--- src/rtl/led_gpio_access_arbiter.sv ---
// rtl/led_gpio_access_arbiter.sv - round-robin arbiter sharing the LED GPIO slave over Avalon-MM
module led_gpio_access_arbiter #(
  parameter int NUM_REQ    = 4,
  parameter int DATA_W     = 8,
  parameter int GAP_CYCLES = 0
) (
  input  logic                        clk,
  input  logic                        reset_n,
  input  logic [NUM_REQ-1:0]          req,
  input  logic [2*NUM_REQ-1:0]        req_op,
  input  logic [DATA_W*NUM_REQ-1:0]   req_data,
  output logic [NUM_REQ-1:0]          ack,
  output logic [DATA_W-1:0]           rdata,
  output logic [DATA_W-1:0]           shadow_out,
  output logic                        busy,
  output logic [2:0]                  avm_address,
  output logic                        avm_chipselect,
  output logic                        avm_write_n,
  output logic [31:0]                 avm_writedata,
  input  logic [31:0]                 avm_readdata
);

  localparam int IDX_W = (NUM_REQ > 1) ? $clog2(NUM_REQ) : 1;
  localparam logic [IDX_W-1:0] LAST_IDX = IDX_W'(NUM_REQ - 1);
  localparam logic [3:0] GAP_LAST = (GAP_CYCLES > 0) ? 4'(GAP_CYCLES - 1) : 4'd0;

  localparam logic [1:0] OP_WRITE = 2'b00;
  localparam logic [1:0] OP_SET   = 2'b01;
  localparam logic [1:0] OP_CLEAR = 2'b10;
  localparam logic [1:0] OP_READ  = 2'b11;

  localparam logic [2:0] ADDR_DATA = 3'd0;
  localparam logic [2:0] ADDR_SET  = 3'd4;
  localparam logic [2:0] ADDR_CLR  = 3'd5;

  typedef enum logic [2:0] {
    S_IDLE,
    S_ISSUE,
    S_CAPT,
    S_ACK,
    S_GAP
  } state_t;

  state_t              state;
  state_t              state_next;
  logic [IDX_W-1:0]    last_grant;
  logic [IDX_W-1:0]    grant_idx;
  logic [1:0]          op_q;
  logic [DATA_W-1:0]   data_q;
  logic [3:0]          gap_cnt;

  logic                win_found;
  logic [IDX_W-1:0]    win_idx;
  logic [IDX_W-1:0]    cand_idx;
  int                  cand;

  logic [1:0]          op_arr   [NUM_REQ];
  logic [DATA_W-1:0]   data_arr [NUM_REQ];

  logic                unused_readdata;
  assign unused_readdata = ^avm_readdata[31:DATA_W];

  for (genvar g = 0; g < NUM_REQ; g++) begin : g_unpack
    assign op_arr[g]   = req_op[2*g +: 2];
    assign data_arr[g] = req_data[DATA_W*g +: DATA_W];
  end

  // Round-robin pick: first pending request after the last granted index, wrapping
  always_comb begin
    win_found = 1'b0;
    win_idx   = last_grant;
    cand      = 0;
    cand_idx  = '0;
    for (int i = 1; i <= NUM_REQ; i++) begin
      cand = int'(last_grant) + i;
      if (cand >= NUM_REQ) cand = cand - NUM_REQ;
      cand_idx = IDX_W'(cand);
      if (!win_found && req[cand_idx]) begin
        win_found = 1'b1;
        win_idx   = cand_idx;
      end
    end
  end

  // State register
  always_ff @(posedge clk or negedge reset_n) begin
    if (!reset_n) state <= S_IDLE;
    else          state <= state_next;
  end

  // Next-state logic for the single in-flight access
  always_comb begin
    state_next = state;
    case (state)
      S_IDLE:  if (win_found) state_next = S_ISSUE;
      S_ISSUE: state_next = (op_q == OP_READ) ? S_CAPT : S_ACK;
      S_CAPT:  state_next = S_ACK;
      S_ACK:   state_next = (GAP_CYCLES > 0) ? S_GAP : S_IDLE;
      S_GAP:   if (gap_cnt == GAP_LAST) state_next = S_IDLE;
      default: state_next = S_IDLE;
    endcase
  end

  // Registered datapath and bus outputs, timed so each lines up with its state
  always_ff @(posedge clk or negedge reset_n) begin
    if (!reset_n) begin
      last_grant     <= LAST_IDX;
      grant_idx      <= '0;
      op_q           <= OP_WRITE;
      data_q         <= '0;
      gap_cnt        <= '0;
      ack            <= '0;
      rdata          <= '0;
      shadow_out     <= '0;
      busy           <= 1'b0;
      avm_address    <= ADDR_DATA;
      avm_chipselect <= 1'b0;
      avm_write_n    <= 1'b1;
      avm_writedata  <= '0;
    end else begin
      ack  <= '0;
      busy <= (state_next != S_IDLE);
      case (state)
        S_IDLE: begin
          if (win_found) begin
            grant_idx      <= win_idx;
            last_grant     <= win_idx;
            op_q           <= op_arr[win_idx];
            data_q         <= data_arr[win_idx];
            avm_chipselect <= 1'b1;
            avm_write_n    <= (op_arr[win_idx] == OP_READ);
            avm_writedata  <= 32'(data_arr[win_idx]);
            case (op_arr[win_idx])
              OP_SET:   avm_address <= ADDR_SET;
              OP_CLEAR: avm_address <= ADDR_CLR;
              default:  avm_address <= ADDR_DATA;
            endcase
          end
        end
        S_ISSUE: begin
          avm_chipselect <= 1'b0;
          avm_write_n    <= 1'b1;
          case (op_q)
            OP_WRITE: shadow_out <= data_q;
            OP_SET:   shadow_out <= shadow_out | data_q;
            OP_CLEAR: shadow_out <= shadow_out & ~data_q;
            default:  shadow_out <= shadow_out;
          endcase
          if (op_q != OP_READ) ack[grant_idx] <= 1'b1;
        end
        S_CAPT: begin
          rdata          <= avm_readdata[DATA_W-1:0];
          ack[grant_idx] <= 1'b1;
        end
        S_ACK: begin
          gap_cnt <= '0;
        end
        S_GAP: begin
          gap_cnt <= gap_cnt + 4'd1;
        end
        default: ;
      endcase
    end
  end

endmodule
--- config.mk ---
export PLATFORM = sky130hd
export DESIGN_NAME = led_gpio_access_arbiter
export DESIGN_NICKNAME = d
export VERILOG_FILES = /design/src/rtl/led_gpio_access_arbiter.sv
export SDC_FILE = /design/constraint.sdc
export NUM_CORES = 1
export LEC_CHECK = 0
export CORE_AREA = 2 2 82 84
export CTS_CLUSTER_SIZE = 40
export DETAILED_ROUTE_END_ITERATION = 8
export DIE_AREA = 0 0 84 86
export PLACE_DENSITY_LB_ADDON = 0.2
export SETUP_SLACK_MARGIN = 0.1
export SLEW_MARGIN = 0
export SYNTH_ARGS = -nofsm -noshare
export SYNTH_HDL_FRONTEND = slang
export SYNTH_SLANG_ARGS = --single-unit
--- constraint.sdc ---
create_clock -name clk -period 4.1 [get_ports clk]
set_clock_uncertainty 0.15 [all_clocks]
set_input_delay 0.82 -clock clk [delete_from_list [all_inputs] [get_ports clk]]
set_output_delay 0.82 -clock clk [all_outputs]
set_load 0.02 [all_outputs]
==> impl_table.tex, run 1 <==
\begin{tabular}{lr}
\hline
Metric & Value \\
\hline
\multicolumn{2}{l}{\textbf{Outcome}} \\
Run status & finished, final reports clean \\
\multicolumn{2}{l}{\textbf{Floorplanning}} \\
Std cell rows & 29 \\
Die area & 7220 um2 \\
Core box area & 6280 um2 \\
Height of the chip & 86 um \\
Starting Density & 0.437 \\
Boundary Pins & 136 \\
Chip width & 84 um \\
\multicolumn{2}{l}{\textbf{Global route}} \\
Initial antenna violation count & 0 \\
Pin count of the biggest net entering global routing & 47 \\
Vias in the first global route & 2089 \\
Global-route wire length before repair & 10200 um \\
GR Util All Layers & 0.176 \\
Global route total overflow & 0 \\
\multicolumn{2}{l}{\textbf{Clock network}} \\
TritonCTS clock tree & built \\
Clock slew at reported path FFs & 0.08 ns \\
PostCTS Resize Cnt & 0 \\
Clock tree buffer depth & 2 \\
CTS Hold Buffers Added & 0 \\
Clock Sinks & 46 \\
Number of buffers added by the clock tree synthesis step & 5 \\
Max H-tree Level & 2 \\
Post-CTS setup buffer count & 0 \\
Cell chosen for the clock root & clkbuf\_8 \\
Clock latency at the later pin of the worst-skew pair & 0.30 ns \\
\multicolumn{2}{l}{\textbf{Worst setup path}} \\
Critical path capture point type & flop \\
Worst Path Arrival & 3.12 ns \\
Longest individual stage delay on the worst path & 0.56 ns \\
Required time at the endpoint of the critical path & 4.18 ns \\
Highest fanout seen on the critical path & 11 \\
Startpoint-to-endpoint class of the critical path & in2reg \\
Startpoint Class & input port \\
Sequence of cells on the critical path & clkdlybuf4s50\_1 > nor2\_1 > and2\_1 > nor3\_4 > mux2i\_1 > mux2i\_1 > ha\_1 > o22a\_1 > o22a\_1 \\
Crit path max-delay cell type & clkdlybuf4s50\_1 \\
\multicolumn{2}{l}{\textbf{Timing}} \\
Total of endpoints with negative setup slack in the final report & 0 \\
Setup TNS & 0 ns \\
Final min period & 3.04 ns \\
Number of hold-slack violations in the final timing report & 0 \\
Normalized max-slew margin & 0.335 \\
Pin slew with the least headroom to its limit & 0.997 ns \\
Setup repair after global routing missed its margin & no \\
Timing-limited maximum frequency & 329 MHz \\
Final Max Tran Viols & 0 \\
Worst hold margin & 0.354 ns \\
Fin crit share & 0.741 \\
\multicolumn{2}{l}{\textbf{Synth}} \\
Number of distinct library cell variants in the gate-level netlist after synthesis & 54 \\
Leading cell types by total area after synthesis & dfrtp\_1, buf\_4, a21oi\_1, mux2\_2, mux2\_4 \\
Register bit count reported by yosys & 46 \\
Number of warning messages in the yosys log & 0 \\
Cell area after synthesis & 2740 um2 \\
Cell taking the most area after synthesis & dfrtp\_1 \\
Number of enable flip-flop cells after synthesis & 0 \\
Area share of the largest cell type after synthesis & 0.392 \\
Per-instance average area after synthesis & 10.2 um2 \\
Proportion of synthesized chip area in sequential cells & 0.421 \\
Commonest register cell after synthesis & dfrtp\_1 \\
Share of synthesized registers carrying an async set or reset & 1.00 \\
Synthesized instance count & 269 \\
\multicolumn{2}{l}{\textbf{Power}} \\
Power share of the sequential group & 0.317 \\
Combinational fraction of design power & 0.559 \\
Power Density & 726 nW/um2 \\
Leakage power total & 1.56 nW \\
Power dissipated by switching net loads & 1.10 mW \\
Total power & 2.67 mW \\
Peak supply drop & 357 uV \\
Switching share of power & 0.411 \\
Clock power frac & 0.124 \\
Power Internal & 1.57 mW \\
\multicolumn{2}{l}{\textbf{Run}} \\
Reported max-cap violation count & 0 \\
\multicolumn{2}{l}{\textbf{Detailed routing}} \\
DR vias & 2274 \\
Vias per Instance & 5.26 \\
1st-iter DRT viols & 106 \\
Remaining antenna violation count & 0 \\
DRC errors left & 0 \\
Post-Route WL & 6310 um \\
DR WL/cell & 14.6 um \\
Detailed Routing Iterations Pass 1 & 4 \\
\multicolumn{2}{l}{\textbf{Hold path}} \\
Hold WC Path Type & reg2reg \\
\multicolumn{2}{l}{\textbf{Layout}} \\
Number of nets in the finished design & 439 \\
Count of inserted antenna diode cells & 0 \\
Area Growth Syn to Fin & 34.1\% \\
Commonest non-fill, non-tap cell in the layout & clkdlybuf4s50\_1 \\
Fraction of final layout cells with drive strength greater than 1 & 0.118 \\
Total area of multi-input combinational cells & 1410 um2 \\
Area occupied by registers & 1150 um2 \\
Most frequent cells in the layout & clkdlybuf4s50\_1, dfrtp\_1, a21oi\_1, conb\_1, nor2\_1 \\
Number of fill cells & 559 \\
\multicolumn{2}{l}{\textbf{Placement}} \\
Count of buffers inserted at the top-level ports & 86 \\
Weighted congestion reported at the end of routability-driven placement & 0.823 \\
HPWL after DPL & 4610 um \\
\hline
\end{tabular}
[final timing paths]
| check | from | end | slack (ns) | cells past startpoint |
|---|---|---|---|---|
| setup / recovery | req[0] | avm_write_n | 1.06 | 9 |
| hold / removal | avm_address[2] | avm_address[2] | 0.35 | 2 |
| min in group asynchronous | reset_n | busy | 0.54 | 1 |
| setup reg to reg | last_grant[0] | avm_write_n | 1.62 | 8 |
| hold reg to reg | avm_address[2] | avm_address[2] | 0.35 | 2 |
| max in group asynchronous | reset_n | data_q[2] | 2.65 | 1 |
[per-stage QoR]
| step | cells | utilization | cell area (um2) | setup WS (ns) |
|---|---|---|---|---|
| finish | 432 | 0.586 | 3680 | 1.06 |
| global route | 432 | 0.586 | 3680 | 0.972 |
| CTS | 432 | 0.586 | 3680 | 1.08 |
| detailed placement | 424 | 0.568 | 3570 | 0.763 |
| global placement | 424 | 0.568 | 3570 | 0.814 |
| floorplan | 293 | - | 2830 | 1.45 |
[synth_stat cells, types with 3 or more instances]
cell / instances
a221oi_1: 3
o31ai_1: 8
a221o_1: 8
o21ai_1: 3
nand2_1: 13
inv_1: 5
dfstp_2: 3
nand4_1: 8
dfrtp_1: 43
mux2_2: 9
o22ai_1: 7
mux2_4: 6
nor2_1: 21
ha_1: 7
nor2b_1: 10
mux2i_1: 4
clkbuf_1: 6
a21oi_1: 33
buf_4: 25
[area by class of cell]
type	count	share of cell area
well taps	77	0.0262
inverters	5	0.00510
clock inverters	2	0.0102
multi-input cells	206	0.384
repair buffers	90	0.241
clock buffers	6	0.0197
flip-flops and latches	46	0.314
[kinds of logic (layout without fill, tap and decap cells)]
kind of cell | count (synthesis) | count (layout) | synth area share
mux | 21 | 21 | 0.0926
xor+xnor | 1 | 1 | 0.00319
simple gates | 75 | 75 | 0.166
other cells | 1 | 25 | 0.00137
fa+ha+maj | 7 | 7 | 0.0319
compound gates | 77 | 77 | 0.188
flops | 46 | 46 | 0.421
buf+inv | 41 | 103 | 0.0967
[flip-flops by register name, summed over array words and instances (netlist names), 3 cells and up]
register	flops
data_q	8
rdata	8
state	3
ack	4
shadow_out	8
gap_cnt	4
[critical path, delay by kind of cell]
family / cells / cell delay [ns]
adder cells (fa/ha/maj): 1 / 0.22
AND/OR/NAND/NOR: 3 / 0.68
buffers and inverters: 1 / 0.56
AO/OA/AOI/OAI: 2 / 0.32
multiplexers: 2 / 0.51
[per-layer routing]
| metal | part of all wire | GRT usage |
|---|---|---|
| met5 | 0 | 0 |
| met1 | 0.45 | 0.246 |
| met2 | 0.48 | 0.275 |
| met4 | 0.013 | 0.0528 |
| met3 | 0.054 | 0.0375 |
[power by group through the flow]
stage,clock network (mW),registers (mW),logic [mW]
6_report,0.332,0.846,1.49
5_1_grt,0.360,0.878,1.62
4_1_cts,0.342,0.848,1.50
3_5_place_dp,0,0.854,1.50
3_3_place_gp,0,0.849,1.47
2_1_floorplan,0,0.977,0.857
Note: power is estimated with default switching activity, not from simulation.
==> run 2: changes to the inputs <==
- CORE_AREA: 2 2 82 84 -> 2 2 85 87
- DIE_AREA: 0 0 84 86 -> 0 0 87 89
- clock period: 4.1 -> 3 ns (I/O delays scaled with it)
==> run 2 against run 1 <==
Setup slack worse by 0.71 ns. Combinational power up 42%. Largest cell class unchanged. Highest routed layer unchanged. Critical endpoint is now data_q[5]. Critical path depth down 2. Die area up 7.2%. Wire length up 2.1%.
==> impl_table.tex, run 2 (synthesis gave the netlist of run 1 again) <==
\begin{tabular}{lr}
\hline
Metric & Value \\
\hline
\multicolumn{2}{l}{\textbf{Detailed routing}} \\
Vias per Instance & 5.16 \\
Detailed Routing Iterations Pass 1 & 6 \\
Post-Route WL & 6440 um \\
DR WL/cell & 14.4 um \\
1st-iter DRT viols & 120 \\
DR vias & 2308 \\
DRC errors left & 0 \\
Remaining antenna violation count & 0 \\
\multicolumn{2}{l}{\textbf{Clock network}} \\
Cell chosen for the clock root & clkbuf\_8 \\
Clock tree buffer depth & 2 \\
Clock Sinks & 46 \\
TritonCTS clock tree & built \\
PostCTS Resize Cnt & 0 \\
Number of buffers added by the clock tree synthesis step & 5 \\
Post-CTS setup buffer count & 0 \\
Max H-tree Level & 2 \\
CTS Hold Buffers Added & 0 \\
Clock latency at the later pin of the worst-skew pair & 0.30 ns \\
Clock slew at reported path FFs & 0.09 ns \\
\multicolumn{2}{l}{\textbf{Timing}} \\
Setup repair after global routing missed its margin & no \\
Normalized max-slew margin & 0.334 \\
Timing-limited maximum frequency & 378 MHz \\
Worst path setup slack after routing & 0.355 ns \\
Total of endpoints with negative setup slack in the final report & 0 \\
Number of hold-slack violations in the final timing report & 0 \\
Setup TNS & 0 ns \\
Final Max Tran Viols & 0 \\
Pin slew with the least headroom to its limit & 1.00 ns \\
Fin crit share & 0.882 \\
Final min period & 2.64 ns \\
\multicolumn{2}{l}{\textbf{Global route}} \\
GR Util All Layers & 0.166 \\
Global route total overflow & 0 \\
Vias in the first global route & 2048 \\
Global-route wire length before repair & 10000 um \\
Initial antenna violation count & 0 \\
Pin count of the biggest net entering global routing & 46 \\
\multicolumn{2}{l}{\textbf{Run}} \\
Reported max-cap violation count & 0 \\
\multicolumn{2}{l}{\textbf{Power}} \\
Power Density & 984 nW/um2 \\
Leakage power total & 1.62 nW \\
Peak supply drop & 305 uV \\
\multicolumn{2}{l}{\textbf{Hold path}} \\
Hold WC Path Type & in2async \\
\multicolumn{2}{l}{\textbf{Worst setup path}} \\
Sequence of cells on the critical path & clkdlybuf4s50\_1 > nor2b\_1 > o21a\_2 > nor3\_4 > buf\_4 > mux2\_1 > a221o\_1 \\
Required time at the endpoint of the critical path & 3.04 ns \\
Startpoint-to-endpoint class of the critical path & in2reg \\
CP Buf/Inv Count & 2 \\
Highest fanout seen on the critical path & 9 \\
Worst Path Arrival & 2.69 ns \\
Dominant delay contributor by cell family on the critical path & buffers and inverters \\
Longest individual stage delay on the worst path & 0.47 ns \\
Crit path max-delay cell type & clkdlybuf4s50\_1 \\
Worst-case register-to-register setup slack & 0.61 ns \\
Critical path capture point type & flop \\
Startpoint Class & input port \\
\multicolumn{2}{l}{\textbf{Layout}} \\
Regs by FF count & data\_q (8), rdata (8), shadow\_out (8) \\
Most frequent cells in the layout & clkdlybuf4s50\_1, dfrtp\_1, a21oi\_1, conb\_1, nor2\_1 \\
Count of inserted antenna diode cells & 0 \\
Area Growth Syn to Fin & 37.5\% \\
Number of fill cells & 606 \\
Commonest non-fill, non-tap cell in the layout & clkdlybuf4s50\_1 \\
Fraction of final layout cells with drive strength greater than 1 & 0.147 \\
Design area & 3770 um2 \\
Number of nets in the finished design & 451 \\
Core Util, Final & 0.561 \\
\multicolumn{2}{l}{\textbf{Placement}} \\
Count of buffers inserted at the top-level ports & 86 \\
Weighted congestion reported at the end of routability-driven placement & 0.800 \\
HPWL after DPL & 4920 um \\
Pre-CTS worst setup slack & 0.0120 ns \\
Post-DP Area & 3660 um2 \\
\multicolumn{2}{l}{\textbf{Floorplanning}} \\
Std cell rows & 30 \\
Chip width & 87 um \\
Boundary Pins & 136 \\
Core box area & 6720 um2 \\
Starting Density & 0.408 \\
Height of the chip & 89 um \\
Die area & 7740 um2 \\
\multicolumn{2}{l}{\textbf{Outcome}} \\
Run status & finished, final reports clean \\
\hline
\end{tabular}
[run 2: metal layers]
layer / routed length [um] / vias up / share of wire / GRT usage
li1: - / 1133 / - / -
met3: 380 / 8 / 0.059 / 0.0342
met2: 3040 / 91 / 0.47 / 0.265
met1: 2930 / 1076 / 0.46 / 0.228
met4: 85 / 0 / 0.013 / 0.0511
met5: 0 / - / 0 / 0
[run 2: cell type report]
class | instances | area, um2 | area share
clock buffer | 6 | 72.6 | 0.0192
tap | 80 | 100 | 0.0265
timing repair buffer | 102 | 976 | 0.259
inverter | 5 | 18.8 | 0.00498
multi-input combinational | 206 | 1410 | 0.374
clock inverter | 2 | 37.5 | 0.00995
sequential | 46 | 1150 | 0.306
[run 2: worst paths after layout]
check	startpoint	to	cells past startpoint
min	reset_n	ack[3]	1
max	req[1]	data_q[5]	7
max reg2reg	last_grant[0]	data_q[5]	6
min in group clk	avm_address[0]	avm_address[0]	2
min reg2reg	avm_address[0]	avm_address[0]	2
max in group asynchronous	reset_n	last_grant[0]	2
[run 2: worst register-to-register path, delay by kind of cell, from the launching register on]
family | cells | cell delay (ns)
buffers and inverters | 1 | 0.26
flip-flops | 1 | 0.60
multiplexers | 1 | 0.36
AO/OA/AOI/OAI | 2 | 0.57
AND/OR/NAND/NOR | 2 | 0.34
[run 2: per-stage QoR]
step                power [mW]  hold WS [ns]  cells
finish                    3.71         0.313    447
floorplan                 2.51         0.154    293
detailed placement        3.28         0.325    439
CTS                       3.74         0.338    447
global route              3.98         0.370    447
global placement          3.24         0.319    439
[run 2: where the power goes]
part	internal (mW)	switching, mW
Clock	0.249	0.208
Combinational	1.05	1.07
Sequential	0.902	0.229
Total	2.20	1.51
==> run 3: changes to the inputs <==
- CORE_AREA: 2 2 85 87 -> 2 2 109 69
- DIE_AREA: 0 0 87 89 -> 0 0 111 71
==> run 3 against run 2 <==
Cell count up 3.4%. Sequential power up 4%. Register-to-register slack worse by 0.04 ns. Highest routed layer unchanged. First-iteration DRC count down 9.2%. Die area up 1.8%. Critical endpoint is now avm_write_n.
==> impl_table.tex, run 3 (synthesis gave the netlist of run 1 again) <==
\begin{tabular}{lr}
\hline
Metric & Value \\
\hline
\multicolumn{2}{l}{\textbf{Outcome}} \\
Run status & finished, final reports clean \\
\multicolumn{2}{l}{\textbf{Clock network}} \\
PostCTS Resize Cnt & 0 \\
TritonCTS clock tree & built \\
Post-CTS setup buffer count & 0 \\
Clock slew at reported path FFs & 0.06 ns \\
Cell chosen for the clock root & clkbuf\_16 \\
Clock Sinks & 46 \\
Max H-tree Level & 2 \\
CTS Hold Buffers Added & 0 \\
Clock latency at the later pin of the worst-skew pair & 0.28 ns \\
Number of buffers added by the clock tree synthesis step & 5 \\
Clock tree buffer depth & 2 \\
\multicolumn{2}{l}{\textbf{Layout}} \\
Regs by FF count & data\_q (8), rdata (8), shadow\_out (8) \\
Fraction of final layout cells with drive strength greater than 1 & 0.156 \\
Most frequent cells in the layout & clkdlybuf4s50\_1, dfrtp\_1, a21oi\_1, conb\_1, nor2\_1 \\
Final instance count without filler cells & 462 \\
Number of nets in the finished design & 455 \\
Design area & 3850 um2 \\
Count of inserted antenna diode cells & 0 \\
Area Growth Syn to Fin & 40.3\% \\
Commonest non-fill, non-tap cell in the layout & clkdlybuf4s50\_1 \\
Core Util, Final & 0.555 \\
\multicolumn{2}{l}{\textbf{Power}} \\
Power Density & 1000 nW/um2 \\
Peak supply drop & 517 uV \\
Leakage power total & 1.66 nW \\
\multicolumn{2}{l}{\textbf{Floorplanning}} \\
Core box area & 6940 um2 \\
Height of the chip & 71 um \\
Starting Density & 0.395 \\
Std cell rows & 24 \\
Boundary Pins & 136 \\
Die area & 7880 um2 \\
Chip width & 111 um \\
\multicolumn{2}{l}{\textbf{Detailed routing}} \\
Remaining antenna violation count & 0 \\
DR WL/cell & 14.9 um \\
1st-iter DRT viols & 109 \\
Vias per Instance & 5.06 \\
Post-Route WL & 6900 um \\
Detailed Routing Iterations Pass 1 & 4 \\
DR vias & 2339 \\
DRC errors left & 0 \\
\multicolumn{2}{l}{\textbf{Global route}} \\
Global route total overflow & 0 \\
Pin count of the biggest net entering global routing & 47 \\
Initial antenna violation count & 0 \\
Vias in the first global route & 2332 \\
Global-route wire length before repair & 11500 um \\
GR Util All Layers & 0.184 \\
\multicolumn{2}{l}{\textbf{Placement}} \\
Post-DP Area & 3710 um2 \\
HPWL after DPL & 5430 um \\
Weighted congestion reported at the end of routability-driven placement & 0.744 \\
DP Cell Count & 454 \\
Count of buffers inserted at the top-level ports & 86 \\
\multicolumn{2}{l}{\textbf{Worst setup path}} \\
Worst Path Arrival & 2.76 ns \\
Startpoint Class & input port \\
Worst-case register-to-register setup slack & 0.57 ns \\
Beginning of the worst register-to-register path & last\_grant[0] \\
Startpoint-to-endpoint class of the critical path & in2reg \\
Required time at the endpoint of the critical path & 3.06 ns \\
Cells on worst reg2reg path & 9 \\
Worst R2R End & avm\_write\_n \\
Critical path capture point type & flop \\
Highest fanout seen on the critical path & 10 \\
\multicolumn{2}{l}{\textbf{Timing}} \\
Total of endpoints with negative setup slack in the final report & 0 \\
Fin crit share & 0.899 \\
Pin slew with the least headroom to its limit & 0.987 ns \\
Final Max Tran Viols & 0 \\
Setup TNS & 0 ns \\
Timing-limited maximum frequency & 371 MHz \\
Final min period & 2.70 ns \\
Normalized max-slew margin & 0.342 \\
Number of hold-slack violations in the final timing report & 0 \\
Worst hold margin & 0.323 ns \\
Setup repair after global routing missed its margin & no \\
\multicolumn{2}{l}{\textbf{Hold path}} \\
Hold WC Path Type & in2async \\
\multicolumn{2}{l}{\textbf{Run}} \\
Reported max-cap violation count & 0 \\
\hline
\end{tabular}
## run 3: cell count changes in the layout (fill, tap and decap cells not counted)
cell / change
clkinv_4: +1
buf_4: +4
clkbuf_8: -5
clkinv_2: +1
clkinvlp_4: -1
bufinv_16: -1
clkbuf_16: +5
## run 3: how the worst max path moves through the flow
| stage | depth (start not counted) | end | slack [ns] | start |
|---|---|---|---|---|
| floorplan | 9 | avm_write_n | 0.57 | req[3] |
| global placement | 7 | data_q[5] | 0.05 | req[3] |
| detailed placement | 10 | avm_write_n | 0.01 | req[3] |
| CTS | 10 | avm_write_n | 0.30 | req[3] |
| global route | 10 | avm_write_n | 0.19 | req[3] |
| finish | 10 | avm_write_n | 0.30 | req[3] |
## run 3: metal layers
layer,global-route usage,share of wire,vias up
li1,-,-,1140
met1,0.276,0.51,1101
met2,0.265,0.42,88
met3,0.0394,0.057,10
met4,0.0569,0.015,0
met5,0,0,-
## run 3: power breakdown
part           switching, mW  total, mW  internal, mW
combinational           1.08       2.16          1.08
clock                  0.219      0.528         0.309
sequential             0.276       1.18         0.904
total                   1.58       3.87          2.29
## run 3: area by class of cell
class,instances,area [um2]
fillers,632,3090
multi-input cells,206,1410
flip-flops and latches,46,1150
repair buffers,106,1010
clock buffers,6,129
well taps,91,114
inverters,5,18.8
clock inverters,2,13.8
## run 3: worst max-delay path: stages
cell and delay [ns]:
clkdlybuf4s50_1 0.44, nor2b_2 0.17, o21a_2 0.23, buf_4 0.17, o31a_1 0.31, nor2_1 0.17
mux2i_1 0.11, ha_1 0.21, o22a_1 0.16, o22a_1 0.17
## run 3: stage by stage
step	worst slack, ns	power (mW)
after global placement	0.0479	3.28
final	0.303	3.87
after detailed placement	0.00960	3.34
after global routing	0.195	4.13
after CTS	0.305	3.88
after floorplan	0.574	2.51
